`src/rtl/pattern_sequencer.sv`:
```
// Frame-locked pattern selector and pixel-coordinate generator for the VGA output chain.
// Optional build macro PATSEQ_SKIP_MASK_EN adds a SKIP_MASK port that excludes patterns.
module pattern_sequencer #(
    parameter int unsigned NUM_PAT       = 4,
    parameter int unsigned PAT_W         = 2,
    parameter int unsigned CNT_W         = 10,
    parameter bit          VS_ACTIVE_LOW = 1'b1
) (
    input  logic               CLK,
    input  logic               RST,
    input  logic               VS_IN,
    input  logic               DE_IN,
    input  logic               BTN_NEXT,
    input  logic               AUTO_EN,
    input  logic [7:0]         HOLD_FRAMES,
`ifdef PATSEQ_SKIP_MASK_EN
    input  logic [NUM_PAT-1:0] SKIP_MASK,
`endif
    output logic [PAT_W-1:0]   PAT_SEL,
    output logic               PAT_CHANGE,
    output logic [CNT_W-1:0]   HPOS,
    output logic [CNT_W-1:0]   VPOS,
    output logic               DE_OUT,
    output logic               LOCKED,
    output logic [15:0]        FRAME_CNT
);

    localparam logic [CNT_W-1:0] CntMax = '1;

    typedef enum logic [0:0] {StManual, StAuto} state_e;

    state_e           state_q;
    logic             vs_q, de_q, btn_q, fb_q;
    logic             de_out_q, locked_q, pending_q, pat_change_q;
    logic [CNT_W-1:0] hpos_q, vpos_q;
    logic [15:0]      frame_cnt_q;
    logic [PAT_W-1:0] pat_sel_q, next_pat;
    logic [7:0]       hold_q, hold_init;
    logic             vs_edge, btn_rise, force_adv, do_adv;

    assign vs_edge   = VS_ACTIVE_LOW ? (vs_q & ~VS_IN) : (~vs_q & VS_IN);
    assign btn_rise  = BTN_NEXT & ~btn_q;
    assign hold_init = (HOLD_FRAMES == 8'd0) ? 8'd0 : HOLD_FRAMES - 8'd1;

`ifdef PATSEQ_SKIP_MASK_EN
    int unsigned cand;
    logic        found;

    // First unmasked index after the current one, in wrap order.
    always_comb begin
        next_pat = pat_sel_q;
        found    = 1'b0;
        cand     = 0;
        for (int unsigned k = 1; k < NUM_PAT; k++) begin
            cand = 32'(pat_sel_q) + k;
            if (cand >= NUM_PAT) begin
                cand = cand - NUM_PAT;
            end
            if (!found && !SKIP_MASK[cand[PAT_W-1:0]]) begin
                next_pat = cand[PAT_W-1:0];
                found    = 1'b1;
            end
        end
    end

    assign force_adv = SKIP_MASK[pat_sel_q];
`else
    assign next_pat  = (pat_sel_q == PAT_W'(NUM_PAT - 1)) ? '0 : pat_sel_q + PAT_W'(1);
    assign force_adv = 1'b0;
`endif

    // A press and an expiring hold counter still give a single advance.
    always_comb begin
        do_adv = pending_q | force_adv;
        if (state_q == StAuto && AUTO_EN && hold_q == 8'd0) begin
            do_adv = 1'b1;
        end
    end

    always_ff @(posedge CLK) begin
        if (RST) begin
            vs_q        <= VS_IN;
            de_q        <= DE_IN;
            btn_q       <= BTN_NEXT;
            fb_q        <= 1'b0;
            de_out_q    <= 1'b0;
            hpos_q      <= '0;
            vpos_q      <= '0;
            locked_q    <= 1'b0;
            frame_cnt_q <= '0;
            pending_q   <= 1'b0;
        end else begin
            vs_q     <= VS_IN;
            de_q     <= DE_IN;
            btn_q    <= BTN_NEXT;
            fb_q     <= vs_edge;
            de_out_q <= DE_IN;

            if (!locked_q || !DE_IN || !de_q) begin
                hpos_q <= '0;
            end else if (hpos_q != CntMax) begin
                hpos_q <= hpos_q + CNT_W'(1);
            end

            if (fb_q || !locked_q) begin
                vpos_q <= '0;
            end else if (de_q && !DE_IN && vpos_q != CntMax) begin
                vpos_q <= vpos_q + CNT_W'(1);
            end

            // A press landing on the boundary cycle is carried to the next frame.
            if (fb_q) begin
                locked_q    <= 1'b1;
                frame_cnt_q <= frame_cnt_q + 16'd1;
                pending_q   <= btn_rise;
            end else if (btn_rise) begin
                pending_q <= 1'b1;
            end
        end
    end

    always_ff @(posedge CLK) begin
        if (RST) begin
            state_q      <= StManual;
            hold_q       <= 8'd0;
            pat_sel_q    <= '0;
            pat_change_q <= 1'b0;
        end else begin
            pat_change_q <= 1'b0;
            if (fb_q) begin
                if (do_adv) begin
                    pat_sel_q    <= next_pat;
                    pat_change_q <= (next_pat != pat_sel_q);
                end
                case (state_q)
                    StManual: begin
                        if (AUTO_EN) begin
                            state_q <= StAuto;
                            hold_q  <= hold_init;
                        end
                    end
                    StAuto: begin
                        if (!AUTO_EN) begin
                            state_q <= StManual;
                        end else if (do_adv) begin
                            hold_q <= hold_init;
                        end else begin
                            hold_q <= hold_q - 8'd1;
                        end
                    end
                    default: state_q <= StManual;
                endcase
            end
        end
    end

    assign PAT_SEL    = pat_sel_q;
    assign PAT_CHANGE = pat_change_q;
    assign HPOS       = hpos_q;
    assign VPOS       = vpos_q;
    assign DE_OUT     = de_out_q;
    assign LOCKED     = locked_q;
    assign FRAME_CNT  = frame_cnt_q;

endmodule
```
`config.mk`:
```
export PLATFORM = sky130hd
export DESIGN_NAME = pattern_sequencer
export DESIGN_NICKNAME = d
export VERILOG_FILES = /design/src/rtl/pattern_sequencer.sv
export SDC_FILE = /design/constraint.sdc
export NUM_CORES = 1
export LEC_CHECK = 0
export BUFFER_PORTS_ARGS = -buffer_cell sky130_fd_sc_hd__buf_2
export CAP_MARGIN = 20
export CORE_UTILIZATION = 48
export CTS_BUF_LIST = sky130_fd_sc_hd__clkbuf_8
export CTS_CLUSTER_DIAMETER = 40
export CTS_CLUSTER_SIZE = 20
export DETAILED_ROUTE_END_ITERATION = 12
export GPL_TIMING_DRIVEN = 1
export PLACE_DENSITY = 0.78
export SYNTH_ARGS = -nofsm -noshare
export SYNTH_HDL_FRONTEND = slang
export SYNTH_SLANG_ARGS = --single-unit
```
`constraint.sdc`:
```
create_clock -name CLK -period 2.5 [get_ports CLK]
set_clock_uncertainty 0.15 [all_clocks]
set_input_delay 0.5 -clock CLK [delete_from_list [all_inputs] [get_ports CLK]]
set_output_delay 0.5 -clock CLK [all_outputs]
set_load 0.005 [all_outputs]
```
# ---- Word level (Yosys, flattened, before mapping)
# Cells that the tools add are included.
dict set report word_totals {
  input_bits 14
  word_cells 61
  ff_bits 55
  out_inout_bits 41
}
dict set report classes {
  mux 10
  add_sub_neg 6
  n_eq_ne 6
  bitwise_logic 7
  reduce_logical 18
}
# cell n
set ops {}
lappend ops {{8-bit 2-to-1 mux} 4}
lappend ops {{10-bit by 1-bit adder with 10-bit output, second input constant} 2}
lappend ops {{10-bit != test, second input constant} 2}
lappend ops {{16-bit by 1-bit adder with 16-bit output, second input constant} 1}
lappend ops {{8-bit zero test} 2}
lappend ops {{8-bit one-hot mux with 2 select lines} 1}
lappend ops {{8-bit by 1-bit subtractor with 8-bit output, second input constant} 2}
lappend ops {{1-bit NOT} 5}
lappend ops {{1-bit logical AND} 4}
lappend ops {{1-bit 2-to-1 mux} 4}
lappend ops {{2-bit != test, second input constant} 2}
lappend ops {{2-bit OR reduction} 2}
lappend ops {{1-bit zero test} 3}
lappend ops {{1-bit logical OR} 3}
lappend ops {{3-bit AND reduction} 1}
lappend ops {{3-bit OR reduction} 1}
lappend ops {{2-bit by 1-bit adder with 2-bit output, second input constant} 1}
lappend ops {{1-bit bitwise AND} 2}
lappend ops {{2-bit equality test, second input constant} 1}
lappend ops {{2-bit 2-to-1 mux} 1}
lappend ops {{2-bit != test} 1}
lappend ops {{2-bit AND reduction} 1}
lappend ops {{2-bit nonzero test} 1}

# ---- Logic depth before layout (Yosys ltp)
dict set report depth {
  word_depth 6
  depth_mapped 8
  ltp_nobuf 7
}

# ---- Least setup slack after synthesis
# No wires, ideal clock.
dict set report synth_timing {
  path_type {reg2reg}
  startpoint {reg hold_q[2]}
  endpoint {reg hold_q[1]}
  n_path_buf 2
  path_slack_ps 493
  setup_time_ps 86
  arrival_ps 1771
  stages_incl_launch_ff 8
  path_cell_list {dfxtp_1 > or4_1 > buf_2 > o31a_1 > buf_6 > nor3_2 > nor3_1 > a211oi_1}
}
dict set report synth_via {
  elab_chain_len 6
}
# item line
set synth_lines {}
lappend synth_lines {{start: declaration} 38} ;# logic [7:0] hold_q, hold_init;
lappend synth_lines {{start signal: assignment} 139} ;# hold_q <= hold_init;
lappend synth_lines {{start signal: assignment} 146} ;# hold_q <= hold_init;
lappend synth_lines {{start signal: assignment} 148} ;# hold_q <= hold_q - 8'd1;
lappend synth_lines {{8-bit zero test} 75} ;# if (state_q == StAuto && AUTO_EN && hold_q == 8'd0) begin
lappend synth_lines {{1-bit logical AND} 75}
lappend synth_lines {{1-bit 2-to-1 mux} 75}
lappend synth_lines {{8-bit 2-to-1 mux} 145} ;# end else if (do_adv) begin
lappend synth_lines {{8-bit 2-to-1 mux} 143} ;# if (!AUTO_EN) begin
lappend synth_lines {{8-bit one-hot mux with 2 select lines} 135} ;# case (state_q)
# Every way passes these cells. The select of a mux whose other input is x is not followed.
# A chain may end at the register's enable or synchronous reset.

# ---- Final worst setup path
dict set report layout_timing {
  startpoint {reg hold_q[2]}
  endpoint {reg hold_q[0]}
}
# The elaborated chain is that of the path after synthesis.

==> impl_metrics.tcl <==
set metrics [dict create \
    period_needed_ns 2.25 \
    antenna_found_initial 0 \
    ys_ff_latch 55 \
    drtIter0Drc 81 \
    setup_viol 0 \
    die_area_mm2 0.00572 \
    status "finished clean" \
    num_rows 26 \
    worstSetupEndpointType "flip-flop" \
    multi_input_area_mm2 0.00141 \
    seq_power_share_pct 59.9 \
    die_width_um 75.6 \
    seq_area_frac_synth_pct 42.3 \
    fin_nets 387 \
    wl_per_cell_um 11.8 \
    leakagePower_uw 0.00122 \
    power.switching_uw 346 \
    hold_viol_final 0 \
    crit_required_ns 2.53 \
    slew_viol_final 0 \
    overflow 0 \
    worst_pin_slew_ns 0.570 \
    cts.sink_count 55 \
    pwr-share-clk_pct 33.3 \
    cts_made_buffers 5 \
    initial_core_util_pct 50.3 \
    synth_enable_flop_cells 0 \
    sw_frac_of_total_pct 23.1 \
    critPathMaxFanout 8 \
    total_power_uw 1500 \
    crit_path_start_kind "flip-flop" \
    ios 55 \
    via_per_inst 5.34 \
    hpwl_mm 3.76 \
    yosysWarningCount 0 \
    synth_top_area_cell "dfxtp_1" \
    coreArea_mm2 0.00517 \
    synth.area.top_cells "dfxtp_1 (42%), nor2_1 (5.6%), xor2_1 (4.7%), ha_1 (3.8%), nor3_1 (3.8%)" \
    postSynthAreaPerCell_um2 8.40 \
    fill_cells 478 \
    slew_headroom_pct 61.6 \
    seqCellArea_mm2 0.00110 \
    synthArstFlopShare_pct 0 \
    clockBufferDepth 2 \
    drive_above_1_share_pct 18.0 \
    synth_top_area_share_pct 42.3 \
    fmax_ghz 0.444 \
    placed_area_mm2 0.00294 \
    io_buffer_count 54 \
    ant_nets 0 \
    path_class "flip-flop to flip-flop" \
    r2r_slack_ns 0.25 \
    rsz0062_at_grt "no" \
    cts-resized-gates 0 \
    drc 0 \
    syn_nets 332 \
    internal-power_uw 1150 \
    maxCapViolations 0 \
    cts-hold-fix-buffers 0 \
    synth_flop_cell "dfxtp_1" \
    post_cts_buffers 0 \
    h-tree-depth 2 \
    vias 2330 \
    die_h_um 75.6 \
    ys_types 41 \
    gp_congestion 0.839 \
    grt_max_degree 30 \
    clk-insertion-delay-late_ns 0.30 \
    holdPathStages 1 \
    finalWorstSetupSlack_ns 0.245 \
    hp-class "primary input to flip-flop" \
    clock-root-buffer "clkbuf_8" \
    grt_pass1_wl_mm 7.96 \
    fin_util_pct 58.6 \
    fin_setup_tns_ns 0 \
    finalInstanceArea_mm2 0.00303 \
    cts_tree "built" \
    first_global_vias 1887 \
    wl_mm 5.13 \
    grtUsageTotal_pct 17.9 \
    peakVddDrop_v 0.000301 \
    crit_arrival_ns 2.29 \
    cts.reportedPaths.clkPinSlew_ns 0.09 \
    power_per_cell_area_mw_per_mm2 495 \
    r2r_cells 5 \
    syn_inst 310 \
    area_delta_synth_final_pct 16.5 \
    fin_crit_sh_pct 90.2 \
    dr.pass1.iters 4 \
    dp_slack_ns 0.289 \
    diodes 0 \
    syn_area_mm2 0.00260 \
    combPwrFrac_pct 6.8 \
]
[layout by cell type, fill, tap and decap left out, types with 2 or more instances in the layout]
cell type  instances
or3_1              5
nor3b_1            5
a211oi_1           4
inv_1             14
o21ai_0           17
xor2_1            14
buf_4              2
o31ai_1            2
ha_1               8
nor2b_1            4
nand3_1           13
dfxtp_1           55
or4_1              4
nand4_1           10
and3_1             5
xnor2_1           11
a21oi_1           18
nand2_1           22
nor3_1            20
mux2i_1            5
a31oi_1            3
nand2b_1           4
buf_2             54
and2_1             2
nor2_1            39
nor4_1             5
o31a_1             2
clkbuf_8           6
[sequential cells by signal, summed over array words and instances, names as in the netlist]
signal and count:
hold_q 8, state_q 1, DE_OUT 1, PAT_SEL 2
VPOS 10, de_q 1, btn_q 1, HPOS 10
fb_q 1, vs_q 1, PAT_CHANGE 1, pending_q 1
FRAME_CNT 16, LOCKED 1
[final cells by class]
type,instances,area share (%)
tap,70,2.89
inverter,13,1.61
clock inverter,2,0.413
clock buffer,6,2.72
sequential,55,36.3
timing repair buffer,56,9.41
multi-input combinational,234,46.6
[path summary, 6_finish.rpt]
kind / startpoint / to
worst max-delay path: hold_q[2] / hold_q[0]
worst min-delay path: BTN_NEXT / btn_q
worst max register to register: hold_q[2] / hold_q[0]
worst min register to register: vs_q / fb_q
[cell usage after synthesis, types with 8 or more instances]
cell type / number
dfxtp_1: 55
nor2_1: 39
nand2_1: 22
nor3_1: 20
a21oi_1: 18
o21ai_0: 17
xor2_1: 14
inv_1: 13
nand3_1: 13
xnor2_1: 11
nand4_1: 10
ha_1: 8
[critical path, stage by stage (launching register included)]
cell	delay, ns
dfxtp_1	0.36
or4_1	0.67
o31ai_2	0.55
nor3_1	0.09
a211oi_1	0.25
nor2_1	0.06
[layer usage]
metal  global-route usage (%)  wire length (µm)  vias to the layer above
li1                         -                 -                     1208
met1                     23.3              2550                     1068
met2                     29.5              2350                       50
met3                     3.84               183                        4
met4                     5.97                44                        0
met5                        0                 0                        -
[cell families after synthesis]
logic type | synth area share [%]
AO/OA/AOI/OAI | 11.9
flip-flops | 42.3
buffers and inverters | 3.37
AND/OR/NAND/NOR | 27.8
adder cells (fa/ha/maj) | 3.85
multiplexers | 2.36
XOR/XNOR | 8.41
[through the flow]
step / std cells / hold slack [ns]
2_1_floorplan: 310 / 0.288
3_3_place_gp: 428 / 0.294
3_5_place_dp: 428 / 0.303
4_1_cts: 436 / 0.155
5_1_grt: 436 / 0.155
6_report: 436 / 0.163
[power by group through the flow]
| stage | registers, µW | logic [µW] | clock network [µW] |
|---|---|---|---|
| 2_1_floorplan | 917 | 67.0 | 0 |
| 4_1_cts | 898 | 102 | 521 |
| 3_5_place_dp | 918 | 101 | 0 |
| 3_3_place_gp | 918 | 98.4 | 0 |
| 6_report | 898 | 102 | 499 |
| 5_1_grt | 900 | 115 | 546 |
(Power assumes the default switching activity.)
